--- src/rtl/pipe_chain_pkg.sv ---
// Shared defaults and helpers for the pipe_stage_chain slice.
// The PIPE_CHAIN_STATS_EN build macro is consumed by pipe_stage_chain.
package pipe_chain_pkg;

    localparam int DEFAULT_WIDTH = 32;
    localparam int DEFAULT_DEPTH = 4;
    localparam int DEFAULT_CNT_W = 16;
    // Upper bound on DEPTH; stall vectors are zero-padded to this width for or_suffix.
    localparam int MAX_DEPTH     = 64;

    function automatic int stage_slice(input int k, input int width);
        return k * width;
    endfunction

    // A stall at any stage at or after k freezes stage k.
    function automatic logic or_suffix(input logic [MAX_DEPTH-1:0] stall, input int k);
        return |(stall >> k);
    endfunction

endpackage

--- src/rtl/pipe_chain_if.sv ---
// Upstream/downstream stream signals of the pipeline chain.
// The chain itself uses the slave modport.
interface pipe_chain_if
    import pipe_chain_pkg::*;
#(
    parameter int WIDTH = DEFAULT_WIDTH
);
    logic             in_valid;
    logic [WIDTH-1:0] in_data;
    logic             in_ready;
    logic             out_valid;
    logic [WIDTH-1:0] out_data;

    modport master (
        output in_valid, in_data,
        input  in_ready, out_valid, out_data
    );

    modport slave (
        input  in_valid, in_data,
        output in_ready, out_valid, out_data
    );
endinterface

--- src/rtl/pipe_stage_reg.sv ---
// One pipeline register: valid + payload with hold/flush/load selection.
// With ZERO_BUBBLE set, loading a bubble clears the payload.
module pipe_stage_reg
    import pipe_chain_pkg::*;
#(
    parameter int WIDTH       = DEFAULT_WIDTH,
    parameter int ZERO_BUBBLE = 1
) (
    input  logic             clk_i,
    input  logic             rst_i,
    input  logic             hold,
    input  logic             flush,
    input  logic             src_valid,
    input  logic [WIDTH-1:0] src_data,
    output logic             valid,
    output logic [WIDTH-1:0] data
);

    logic             valid_reg;
    logic [WIDTH-1:0] data_reg;

    always_ff @(posedge clk_i or posedge rst_i) begin
        if (rst_i) begin
            valid_reg <= 1'b0;
            data_reg  <= '0;
        end else if (hold) begin
            // A held item can still be killed; its payload stays put.
            valid_reg <= valid_reg & ~flush;
        end else begin
            valid_reg <= src_valid;
            data_reg  <= (ZERO_BUBBLE != 0 && !src_valid) ? '0 : src_data;
        end
    end

    assign valid = valid_reg;
    assign data  = data_reg;

endmodule

--- src/rtl/pipe_stage_chain.sv ---
// DEPTH-stage pipeline register chain with per-stage stall (propagating upstream),
// bubble insertion and flush. Define PIPE_CHAIN_STATS_EN for bubble/flush counters.
module pipe_stage_chain
    import pipe_chain_pkg::*;
#(
    parameter int WIDTH       = DEFAULT_WIDTH,
    parameter int DEPTH       = DEFAULT_DEPTH,
    parameter int ZERO_BUBBLE = 1,
    parameter int CNT_W       = DEFAULT_CNT_W
) (
    input  logic                   clk_i,
    input  logic                   rst_i,
    pipe_chain_if.slave            bus,
    input  logic [DEPTH-1:0]       stall_i,
    input  logic [DEPTH-1:0]       flush_i,
    output logic [DEPTH-1:0]       stage_valid_o,
    output logic [DEPTH*WIDTH-1:0] stage_data_o,
    output logic [CNT_W-1:0]       bubble_cnt_o,
    output logic [CNT_W-1:0]       flush_cnt_o
);

    logic [MAX_DEPTH-1:0] stall_pad;
    logic [DEPTH-1:0]     hold;
    logic [DEPTH-1:0]     src_valid;
    logic [DEPTH-1:0]     valid;
    logic [WIDTH-1:0]     src_data [DEPTH];
    logic [WIDTH-1:0]     data     [DEPTH];

    assign stall_pad = MAX_DEPTH'(stall_i);

    genvar gi;
    generate
        for (gi = 0; gi < DEPTH; gi++) begin : g_stage
            assign hold[gi] = or_suffix(stall_pad, gi);

            if (gi == 0) begin : g_head
                assign src_valid[gi] = bus.in_valid;
                assign src_data[gi]  = bus.in_data;
            end else begin : g_link
                // A held or flushed predecessor hands down a bubble.
                assign src_valid[gi] = valid[gi-1] & ~flush_i[gi-1] & ~hold[gi-1];
                assign src_data[gi]  = data[gi-1];
            end

            pipe_stage_reg #(
                .WIDTH       (WIDTH),
                .ZERO_BUBBLE (ZERO_BUBBLE)
            ) u_stage (
                .clk_i     (clk_i),
                .rst_i     (rst_i),
                .hold      (hold[gi]),
                .flush     (flush_i[gi]),
                .src_valid (src_valid[gi]),
                .src_data  (src_data[gi]),
                .valid     (valid[gi]),
                .data      (data[gi])
            );

            assign stage_data_o[stage_slice(gi, WIDTH) +: WIDTH] = data[gi];
        end
    endgenerate

    assign stage_valid_o = valid;
    assign bus.in_ready  = ~hold[0];
    assign bus.out_valid = valid[DEPTH-1];
    assign bus.out_data  = data[DEPTH-1];

`ifdef PIPE_CHAIN_STATS_EN
    logic [CNT_W-1:0] bubble_cnt_reg;
    logic [CNT_W-1:0] flush_cnt_reg;

    // Both counters saturate rather than wrap.
    always_ff @(posedge clk_i or posedge rst_i) begin
        if (rst_i) begin
            bubble_cnt_reg <= '0;
            flush_cnt_reg  <= '0;
        end else begin
            if (!valid[DEPTH-1] && bubble_cnt_reg != '1)
                bubble_cnt_reg <= bubble_cnt_reg + 1'b1;
            if (|(valid & flush_i) && flush_cnt_reg != '1)
                flush_cnt_reg <= flush_cnt_reg + 1'b1;
        end
    end

    assign bubble_cnt_o = bubble_cnt_reg;
    assign flush_cnt_o  = flush_cnt_reg;
`else
    assign bubble_cnt_o = '0;
    assign flush_cnt_o  = '0;
`endif

endmodule
--- src/flat_wrapper.sv ---
// flat-port wrapper written by rule: the top's interface ports become plain ports
module pipe_stage_chain_flat import pipe_chain_pkg::*;
#(
    parameter int WIDTH       = DEFAULT_WIDTH,
    parameter int DEPTH       = DEFAULT_DEPTH,
    parameter int ZERO_BUBBLE = 1,
    parameter int CNT_W       = DEFAULT_CNT_W
)
  (clk_i, rst_i, stall_i, flush_i, stage_valid_o, stage_data_o, bubble_cnt_o, flush_cnt_o, bus_in_valid, bus_in_data, bus_in_ready, bus_out_valid, bus_out_data);
  pipe_chain_if #(.WIDTH(WIDTH)) bus_i ();
  input  logic clk_i;
  input  logic rst_i;
  input  logic [DEPTH-1:0] stall_i;
  input  logic [DEPTH-1:0] flush_i;
  output logic [DEPTH-1:0] stage_valid_o;
  output logic [DEPTH*WIDTH-1:0] stage_data_o;
  output logic [CNT_W-1:0] bubble_cnt_o;
  output logic [CNT_W-1:0] flush_cnt_o;
  input wire logic [$bits(bus_i.in_valid)-1:0] bus_in_valid;
  input wire logic [$bits(bus_i.in_data)-1:0] bus_in_data;
  output wire logic [$bits(bus_i.in_ready)-1:0] bus_in_ready;
  output wire logic [$bits(bus_i.out_valid)-1:0] bus_out_valid;
  output wire logic [$bits(bus_i.out_data)-1:0] bus_out_data;
  assign bus_i.in_valid = bus_in_valid;
  assign bus_i.in_data = bus_in_data;
  assign bus_in_ready = bus_i.in_ready;
  assign bus_out_valid = bus_i.out_valid;
  assign bus_out_data = bus_i.out_data;
  pipe_stage_chain #(.WIDTH(WIDTH), .DEPTH(DEPTH), .ZERO_BUBBLE(ZERO_BUBBLE), .CNT_W(CNT_W)) u_core (.clk_i(clk_i), .rst_i(rst_i), .bus(bus_i), .stall_i(stall_i), .flush_i(flush_i), .stage_valid_o(stage_valid_o), .stage_data_o(stage_data_o), .bubble_cnt_o(bubble_cnt_o), .flush_cnt_o(flush_cnt_o));
endmodule
--- config.mk ---
export PLATFORM = sky130hd
export DESIGN_NAME = pipe_stage_chain_flat
export DESIGN_NICKNAME = d
export VERILOG_FILES = /design/src/rtl/pipe_chain_pkg.sv /design/src/rtl/pipe_chain_if.sv /design/src/rtl/pipe_stage_reg.sv /design/src/rtl/pipe_stage_chain.sv /design/src/flat_wrapper.sv
export SDC_FILE = /design/constraint.sdc
export NUM_CORES = 1
export LEC_CHECK = 0
export BUFFER_PORTS_ARGS = -buffer_cell sky130_fd_sc_hd__buf_2
export CORE_ASPECT_RATIO = 0.8
export CORE_MARGIN = 5
export CORE_UTILIZATION = 40
export DETAILED_ROUTE_END_ITERATION = 12
export PLACE_DENSITY = 0.73
export SETUP_SLACK_MARGIN = 0.15
export SLEW_MARGIN = 30
export SYNTH_ARGS = -nofsm -noshare
export SYNTH_HDL_FRONTEND = slang
export SYNTH_SLANG_ARGS = --single-unit
--- constraint.sdc ---
create_clock -name clk_i -period 11.7 [get_ports clk_i]
set_input_delay 1.17 -clock clk_i [delete_from_list [all_inputs] [get_ports clk_i]]
set_output_delay 1.17 -clock clk_i [all_outputs]
set_load 0.01 [all_outputs]
* Yosys cells after proc, flatten, opt, wreduce, memory -nomap -nowiden
Index checks and enable logic that the tools add are counted.
** Operators by class
- Muxes and demuxes :: 8
- Bitwise gates (word level) :: 14
- Reductions and logical operators :: 3
** Operators by type and width (number)
- $mux 32 :: 4
- $and 1x1->1 :: 7
- $not 1->1 :: 7
- $mux 1 :: 4
- $reduce_or 4->1 :: 1
- $reduce_or 3->1 :: 1
- $reduce_or 2->1 :: 1
** Word-level totals
- Bits in registers :: 132
- Bits of input ports :: 43
- Output and inout port bits :: 198
- Word-level logic and storage cells :: 33

* Depth between registers and ports, before layout
- Depth after elaboration :: 4
- Gate-level depth with buffers :: 5
- Mapped depth without buffers :: 2

* Hierarchy
A second synthesis with hierarchy kept.
** Unflattened totals
- Cell total of the unflattened synthesis :: 381
- Area total of the unflattened synthesis :: 5337.6 um^2
** By module, submodules not included
- pipe_stage_reg :: times used 4, cells an instance 77, area an instance 1197.4 um^2, sequential area each 825.8 um^2
- pipe_stage_chain :: times used 1, cells an instance 73, area an instance 548.0 um^2, sequential area each 0.0 um^2

* Worst setup path before layout
No wires, ideal clock.
- Path kind :: input to output
- From :: in stall_i[3]
- To :: out bus_in_ready
- Arrival time :: 2.007 ns
- Required time :: 10.530 ns
- Slack :: 8.523 ns
- Cell stages on the path :: 4
- Buffers on the path :: 3
- Path through :: buf_4 -> nor4_4 -> buf_4 -> buf_8
** Between the ends
- Cells in the longest elaborated chain, start to end :: 2
** Ends and longest elaborated chain
- from (decl) :: RTL line flat_wrapper.sv:13 : input logic [DEPTH-1:0] stall_i;
- $reduce_or 4->1 :: RTL line pipe_chain_pkg.sv:17 : return |(stall >> k);
- $not 1->1 :: RTL line pipe_stage_chain.sv:64 : assign bus.in_ready = ~hold[0];
- to (decl) :: RTL line flat_wrapper.sv:21 : output wire logic [$bits(bus_i.in_ready)-1:0] bus_in_ready;
Every way passes these cells.

* Worst setup path in the final report
Same ends and word-level chain as after synthesis.

==> reports/qor.yml <==
die-area_mm2: 0.0166
largest_reg_flops: 128
syn2layout_area_growth_pct: 23.5
maxSlewViolCount: 0
worstPathMaxFanout: 38
clockRootBuffer: "clkbuf_16"
grt_util_all_layers_pct: 17.6
fin_crit_ns: 3.29
outcome: "completed"
yosys_warnings: 0
clkSinkCount: 132
wirelength_um: 14400
path_clk_slew_ns: 0.05
antenna_cells: 0
syn_avg_cell_area_um2: 12.7
dp_hpwl_um: 9910
synth_common_cells: "132 x dfrtp_1, 70 x buf_4, 65 x a32o_1, 34 x inv_1"
yosysMostFrequentCell: "dfrtp_1"
io_pins: 241
cellLeakagePower_nw: 3.81
core_mm2: 0.0137
end_kind: "output port"
fin_nets: 647
hold_viol_final: 0
tightestPinTransition_ns: 0.929
hold_buffers: 0
finalCritPeriodShare_pct: 28.1
start_util_pct: 41.1
irDropWorstVdd_mv: 0.136
cts_resized: 0
dr.first_iter.drc_count: 158
synth_area_leader_cell: "dfrtp_1"
final_antenna_net_count: 0
synth-main-ff-cell: "dfrtp_1"
p_per_area_mw_per_mm2: 159
dieHeight_um: 116
postSynthCellCount: 444
synth_edf_count: 0
fin_skew_ns: 0.00741
drive_above_1_share_pct: 40.7
netlist_area_mm2: 0.00563
place_congestion: 0.783
grt_pass1_vias: 4107
fmax_ghz: 0.304
synth.distinct_cells: 20
max_cap_viol_count: 0
rows: 38
drt_pre_antenna_iters: 4
overflow: 0
async_reset_ff_share_pct: 100
startpoint_type: "primary input"
setup_violations: 0
antenna_found_initial: 0
yosys-top-cells-area: "dfrtp_1 59%, a32o_1 12%, buf_4 9.3%"
synth-seq-area-share_pct: 58.7
wl_per_cell_um: 18.2
cts_buffers: 17
postCtsSetupBuffers: 0
whs_ns: 0.508
die_x_um: 143
synth-seq-cells: 132
worstSetupPathType: "primary input to output port"
rsz0062_at_grt: "false"
io_buffers: 208
grt_pass1_wl_um: 22400
grt_max_degree: 69
yosys.area.top_type_share_pct: 58.7
hold_path_class: "flip-flop to flip-flop"
cts_tree: "built"
routed_via_density: 5.03
drcViolationCount: 0
worstSkewPairLatency_ns: 0.41
cts_buffer_depth: 2
htreeDepth: 4
num_vias: 3996
fin_setup_tns_ns: 0
n_fill_cell: 1237
worstPathRequired_ns: 10.53
arrival_ns: 2.12
relSlewSlack_pct: 38.0
## through the flow
step / util (%) / cells / power [mW] / area, um^2 / worst slack, ns
finish: 50.8 / 794 / 1.11 / 6950 / 8.41
global route: 50.8 / 794 / 1.15 / 6950 / 8.33
detailed placement: 46.5 / 763 / 0.621 / 6360 / 8.40
floorplan: - / 475 / 0.577 / 5740 / 7.00
global placement: 46.5 / 763 / 0.615 / 6360 / 8.45
CTS: 50.5 / 792 / 1.12 / 6920 / 8.40
## cells in the final DEF (no fill, tap or decap), drive strengths merged
cell and n:
buf 215, dfrtp 132, a32o 65, inv 34, a22o 33, nand2 33
mux2i 32, conb 32, clkbuf 24, clkinv 4, nor2b 2, nor4b 1
nor4 1, or3 1, nor3 1, or2 1, mux2 1, o21bai 1
bufinv 1
## per-layer routing
metal  global-route usage, %  up-vias  share of wire, %  wire length, um
li1                        -     1811                 -                -
met1                    22.3     1998                42             6080
met2                    28.1      175                48             6920
met3                    6.02       12               8.6             1240
met4                    6.27        0               1.3              191
met5                       0        -                 0                0
## layout make-up
type / instances / area [um^2] / share of cell area, %
clock buffer: 24 / 502 / 7.22
clock inverter: 5 / 50.0 / 0.720
inverter: 34 / 133 / 1.91
multi-input combinational: 204 / 1620 / 23.4
sequential: 132 / 3300 / 47.5
timing repair buffer: 215 / 1110 / 16.0
tap: 180 / 225 / 3.24
## kinds of logic after synthesis
kind of cell           Yosys count  share of synthesized area [%]
multiplexers                    33                           5.89
other                            1                         0.0666
AND/OR/NAND/NOR                 40                           3.62
AO/OA/AOI/OAI                   99                           16.8
buffers and inverters          139                           14.9
flip-flops                     132                           58.7
## power breakdown
part | internal, mW | switching (mW) | total (mW)
registers | 0.483 | 0.0228 | 0.506
logic | 0.0398 | 0.0676 | 0.107
clock network | 0.315 | 0.179 | 0.494
total | 0.838 | 0.270 | 1.11
## final timing paths
check	slack (ns)	endpoint	from	cells past startpoint
max	8.41	bus_in_ready	stall_i[3]	3
min	0.51	u_core.g_stage[2].u_stage.data[8]	u_core.g_stage[2].u_stage.data[8]	1
max reg2reg	10.20	u_core.g_stage[0].u_stage.valid	u_core.g_stage[0].u_stage.valid	2
min reg2reg	0.51	u_core.g_stage[2].u_stage.data[8]	u_core.g_stage[2].u_stage.data[8]	1
max in group asynchronous	9.84	u_core.g_stage[2].u_stage.data[28]	rst_i	4
min in group asynchronous	0.83	u_core.g_stage[3].u_stage.data[9]	rst_i	2
## worst max-delay path, cell delays in order
cell and delay [ns]:
buf_2 0.37, nor4_4 0.40, buf_2 0.18
No activity file was read; power rests on OpenSTA's default activity.
